--- src/rtl/rf_read_arbiter_if.sv ---
// Request/response bundle between pipeline requesters and the shared
// register-file read port arbiter.
interface rf_read_arbiter_if #(
    parameter int NREQ = 4,
    parameter int PW   = 2
);
    logic [NREQ-1:0]   req_valid;
    logic [5*NREQ-1:0] req_addr;
    logic [NREQ-1:0]   req_ready;
    logic [NREQ-1:0]   rsp_valid;
    logic [PW-1:0]     rsp_id;
    logic [31:0]       rsp_data;

    modport master (
        output req_valid, req_addr,
        input  req_ready, rsp_valid, rsp_id, rsp_data
    );

    modport slave (
        input  req_valid, req_addr,
        output req_ready, rsp_valid, rsp_id, rsp_data
    );
endinterface

--- src/rtl/rf_read_arbiter.sv ---
// Round-robin arbiter sharing one 32x32 register-file read port among NREQ
// requesters, with r0 forced to zero, write bypass and a one-cycle response.
module rf_read_arbiter #(
    parameter int NREQ = 4,
    parameter int PW   = 2
) (
    input  logic                clk,
    input  logic                rst_n,
    input  logic                hold,
    rf_read_arbiter_if.slave    bus,
    output logic [4:0]          rf_sel,
    input  logic [31:0]         rf_rdata,
    input  logic                wr_en,
    input  logic [4:0]          wr_addr,
    input  logic [31:0]         wr_data
);

    logic [PW-1:0]   ptr;
    logic [PW-1:0]   win;
    logic            found;
    logic            grant;
    logic [PW:0]     scan_idx;
    logic [4:0]      addr_arr [NREQ];
    logic [4:0]      win_addr;
    logic [31:0]     result;
    logic [NREQ-1:0] win_onehot;
    logic [PW-1:0]   ptr_next;

    always_comb begin
        for (int i = 0; i < NREQ; i++) begin
            addr_arr[i] = bus.req_addr[5*i +: 5];
        end
    end

    // Scan from ptr upward with wrap; the first valid index wins.
    always_comb begin
        // NOTE: every variable gets a default before any conditional update,
        // otherwise the tool infers a latch to hold the old value.
        found    = 1'b0;
        win      = '0;
        scan_idx = '0;
        for (int k = 0; k < NREQ; k++) begin
            scan_idx = {1'b0, ptr} + (PW+1)'(k);
            if (scan_idx >= (PW+1)'(NREQ)) begin
                scan_idx = scan_idx - (PW+1)'(NREQ);
            end
            if (!found && bus.req_valid[scan_idx[PW-1:0]]) begin
                found = 1'b1;
                win   = scan_idx[PW-1:0];
            end
        end
    end

    assign grant      = found && !hold;
    assign win_onehot = NREQ'(1) << win;
    assign win_addr   = addr_arr[win];

    assign bus.req_ready = grant ? win_onehot : '0;
    assign rf_sel        = grant ? win_addr : 5'd0;

    // r0 beats the bypass so a write to r0 can never leak through.
    always_comb begin
        result = rf_rdata;
        if (win_addr == 5'd0) begin
            result = 32'd0;
        end else if (wr_en && (wr_addr == win_addr)) begin
            result = wr_data;
        end
    end

    assign ptr_next = (win == PW'(NREQ-1)) ? '0 : win + PW'(1);

    // NOTE: registered state uses non-blocking assignments so every flop
    // samples the pre-edge values regardless of statement order.
    always_ff @(posedge clk or negedge rst_n) begin
        if (!rst_n) begin
            ptr           <= '0;
            bus.rsp_valid <= '0;
            bus.rsp_id    <= '0;
            bus.rsp_data  <= '0;
        end else begin
            bus.rsp_valid <= grant ? win_onehot : '0;
            if (grant) begin
                ptr          <= ptr_next;
                bus.rsp_id   <= win;
                bus.rsp_data <= result;
            end
        end
    end

endmodule

--- src/flat_wrapper.sv ---
// flat-port wrapper written by rule: the top's interface ports become plain ports
module rf_read_arbiter_flat 
#(
    parameter int NREQ = 4,
    parameter int PW   = 2
)
  (clk, rst_n, hold, rf_sel, rf_rdata, wr_en, wr_addr, wr_data, bus_req_valid, bus_req_addr, bus_req_ready, bus_rsp_valid, bus_rsp_id, bus_rsp_data);
  rf_read_arbiter_if #(.NREQ(NREQ), .PW(PW)) bus_i ();
  input  logic clk;
  input  logic rst_n;
  input  logic hold;
  output logic [4:0] rf_sel;
  input  logic [31:0] rf_rdata;
  input  logic wr_en;
  input  logic [4:0] wr_addr;
  input  logic [31:0] wr_data;
  input wire logic [$bits(bus_i.req_valid)-1:0] bus_req_valid;
  input wire logic [$bits(bus_i.req_addr)-1:0] bus_req_addr;
  output wire logic [$bits(bus_i.req_ready)-1:0] bus_req_ready;
  output wire logic [$bits(bus_i.rsp_valid)-1:0] bus_rsp_valid;
  output wire logic [$bits(bus_i.rsp_id)-1:0] bus_rsp_id;
  output wire logic [$bits(bus_i.rsp_data)-1:0] bus_rsp_data;
  assign bus_i.req_valid = bus_req_valid;
  assign bus_i.req_addr = bus_req_addr;
  assign bus_req_ready = bus_i.req_ready;
  assign bus_rsp_valid = bus_i.rsp_valid;
  assign bus_rsp_id = bus_i.rsp_id;
  assign bus_rsp_data = bus_i.rsp_data;
  rf_read_arbiter #(.NREQ(NREQ), .PW(PW)) u_core (.clk(clk), .rst_n(rst_n), .hold(hold), .bus(bus_i), .rf_sel(rf_sel), .rf_rdata(rf_rdata), .wr_en(wr_en), .wr_addr(wr_addr), .wr_data(wr_data));
endmodule
--- config.mk ---
export PLATFORM = sky130hd
export DESIGN_NAME = rf_read_arbiter_flat
export DESIGN_NICKNAME = d
export VERILOG_FILES = /design/src/rtl/rf_read_arbiter_if.sv /design/src/rtl/rf_read_arbiter.sv /design/src/flat_wrapper.sv
export SDC_FILE = /design/constraint.sdc
export NUM_CORES = 1
export LEC_CHECK = 0
export BUFFER_PORTS_ARGS = -buffer_cell sky130_fd_sc_hd__buf_2
export CAP_MARGIN = 20
export CORE_MARGIN = 8
export CORE_UTILIZATION = 35
export DETAILED_ROUTE_END_ITERATION = 8
export GPL_TIMING_DRIVEN = 0
export MAX_ROUTING_LAYER = met4
export PLACE_DENSITY_LB_ADDON = 0.25
export SLEW_MARGIN = 5
export SYNTH_ARGS = -nofsm -noshare
export SYNTH_HDL_FRONTEND = slang
export SYNTH_SLANG_ARGS = --single-unit
--- constraint.sdc ---
create_clock -name clk -period 4.45 [get_ports clk]
set_input_delay 0.445 -clock clk [delete_from_list [all_inputs] [get_ports clk]]
set_output_delay 0.445 -clock clk [all_outputs]
set_load 0.005 [all_outputs]
==> flow_summary_export.csv <==
group,metric,value,unit
run_status,run_status,"finished clean",
routing,final_antenna_net_count,0,
setup_path,cpPeakStageDelay,0.94,ns
timing,fin_ws,1.02,ns
setup_path,cp.arrival,3.59,ns
setup_path,crit_chain,"buf_2, mux2i_1, a221oi_4, nand3_1, a222oi_1, nand2_1, clkbuf_1, nand3_1, o211ai_1",
synthesis,synth_cells,358,
clocking,postCtsSetupRepairBufs,0,
clocking,ctsRootBufferMaster,"clkbuf_8",
layout,fillers,806,
routing,dr.pass1.iters,4,
clocking,hold_buffers,0,
floorplanning,start_util,35.5,%
global_routing,grt_max_degree,41,
layout,final_common_cell,"buf_2",
setup_path,crit_top_cell,"nand3_1",
placement,dp_slack,0.931,ns
worst_hold_path,worstHoldPathType,"input port to asynchronous set/reset pin",
clocking,clk_latency,0.30,ns
setup_path,worst-setup-path-type,"flop to flop",
layout,final_cell_mix,"144 x buf_2, 71 x nand2_1, 52 x nand3_1",
timing,rsz0062_at_grt,"no",
global_routing,grt_pass1_wl,16500,um
run,maxCapViolations,0,
timing,worst_slew_pin_slew,1.01,ns
placement,post_dp_cell_area,3530,um^2
clocking,cts_sinks,40,
timing,tns,0,ns
routing,routed_via_density,5.35,
synthesis,synth-seq-cells,40,
pwr,power.density,386,nW/um^2
layout,multi_input_area,1530,um^2
timing,period_share,77.1,%
layout,area_delta_synth_final,36.2,%
clocking,ctsResizeCount,0,
routing,wirelength,10100,um
pwr,vdd_ir_drop_max,0.167,mV
synthesis,synth_cell_type_count,29,
setup_path,critPathBufInv,2,
placement,dp_hpwl,7760,um
setup_path,slowest_stage,"a222oi_1",
synthesis,synth-edff-count,0,
synthesis,synth.net_count,459,
floorplanning,die_area,10700,um^2
timing,finClkSkew,0.0159,ns
synthesis,async_reset_ff_share,100,%
synthesis,syn_area_per_cell,7.50,um^2
synthesis,yosys_warnings,0,
setup_path,cp_top_family,"compound AO/OA/AOI/OAI gates",
synthesis,ys.flop_type,"dfrtp_1",
floorplanning,io_pins,144,
clocking,htreeDepth,2,
floorplanning,dieWidth,104,um
global_routing,grt_usage,18.8,%
timing,max_freq,291,MHz
global_routing,antenna_found_initial,0,
setup_path,critical_path.startpoint_type,"flop",
clocking,clock_path_buffers,2,
timing,drv_slew,0,
routing,dr.first_iter.drc_count,153,
routing,num_vias,3266,
timing,slew_headroom,33.0,%
setup_path,required,4.61,ns
setup_path,crit_path_end_kind,"flop",
synthesis,synth_top_area_share,37.3,%
timing,period_needed,3.43,ns
floorplanning,core_area,7570,um^2
pwr,leakage,1.77,nW
layout,drive_gt1_share,30.3,%
setup_path,crit_fanout,10,
placement,place.gp.congestion,0.774,
layout,nets,609,
clocking,cts_tree,"built",
clocking,cts.clk_slew.worst_paths,0.09,ns
floorplanning,core.rowCount,32,
layout,postLayoutCellArea,3660,um^2
timing,hold_viol,0,
synthesis,syn_area,2690,um^2
layout,regArea,1000,um^2
synthesis,seq_area_frac_synth,37.3,%
global_routing,grt.overflow.total,0,
clocking,cts_buffers,5,
global_routing,grt_pass1_vias,3352,
routing,drcViolationCount,0,
timing,finalSetupViolations,0,
placement,portBuffers,143,
routing,wl_per_cell,16.6,um
synthesis,synth_top_area_cell,"dfrtp_1",
floorplanning,die_h,104,um
synthesis,ys_top_cells_by_area,"dfrtp_1 37%, nand2_1 9.9%, nand3_1 9.7%",
layout,antenna_cells,0,
[cell usage after synthesis (all sizes together), types with 2 or more instances]
master / instances
nand2: 71
nand3: 52
a21oi: 40
dfrtp: 40
clkbuf: 32
nand4: 32
o211ai: 32
o21ai: 13
and3: 11
buf: 5
and2: 4
ha: 4
nor2: 4
inv: 3
o21a: 2
o22a: 2
[where the power goes]
group	switching, mW	internal, mW
registers	0.0299	0.422
clock network	0.135	0.221
logic	0.389	0.214
[cell type report]
cell class / instances / area share [%]
Multi-Input combinational cell: 278 / 41.9
Sequential cell: 40 / 27.4
Timing Repair Buffer: 143 / 19.6
Buffer: 37 / 3.83
Tap cell: 102 / 3.49
Clock buffer: 5 / 1.88
Clock inverter: 2 / 1.64
Inverter: 3 / 0.308
[worst register-to-register path, cell delays in order, from the launching register on]
cell and delay (ns):
dfrtp_1 0.36, buf_2 0.16, mux2i_1 0.17, a221oi_4 0.55
nand3_1 0.25, a222oi_1 0.94, nand2_1 0.31, clkbuf_1 0.32
nand3_1 0.16, o211ai_1 0.10
[worst paths after layout]
path / from / end / slack (ns) / cells after the start
hold / removal: rst_n / u_core.bus.rsp_data[10] / 0.29 / 1
setup / recovery: u_core.ptr[1] / u_core.bus.rsp_data[2] / 1.02 / 9
setup reg to reg: u_core.ptr[1] / u_core.bus.rsp_data[2] / 1.02 / 9
min in group clk: rf_rdata[21] / u_core.bus.rsp_data[21] / 0.41 / 3
hold reg to reg: u_core.bus.rsp_id[0] / u_core.bus.rsp_id[0] / 0.48 / 2
max in group asynchronous: rst_n / u_core.ptr[0] / 3.57 / 1
[per-stage QoR]
step           util [%]  power [mW]  hold WS [ns]  instances
2_1_floorplan         -       0.823         0.149        358
4_1_cts            48.3        1.42         0.332        610
3_3_place_gp       46.6        1.05         0.461        603
6_report           48.3        1.41         0.293        610
5_1_grt            48.3        1.51         0.379        610
3_5_place_dp       46.6        1.06         0.468        603
[kinds of logic (layout without fill, tap and decap cells)]
| kind of cell | Yosys count | after routing | synth area share, % |
|---|---|---|---|
| AND/OR/NAND/NOR | 178 | 178 | 32.2 |
| buffers and inverters | 40 | 190 | 5.64 |
| adder cells (fa/ha/maj) | 4 | 4 | 1.86 |
| flip-flops | 40 | 40 | 37.3 |
| multiplexers | 1 | 1 | 0.373 |
| AO/OA/AOI/OAI | 95 | 95 | 22.7 |
[layer usage]
metal / GRT usage (%) / share of wire, %
met5: - / 0
met3: 3.72 / 5.8
met4: 4.09 / 0.56
met1: 24.0 / 47
met2: 29.9 / 47
[flip-flops by register name, summed over array words and instances (netlist names)]
| signal | cells |
|---|---|
| u_core.bus.rsp_id | 2 |
| u_core.bus.rsp_data | 32 |
| u_core.ptr | 2 |
| u_core.bus.rsp_valid | 4 |
Power figures use the tool's default switching activity.
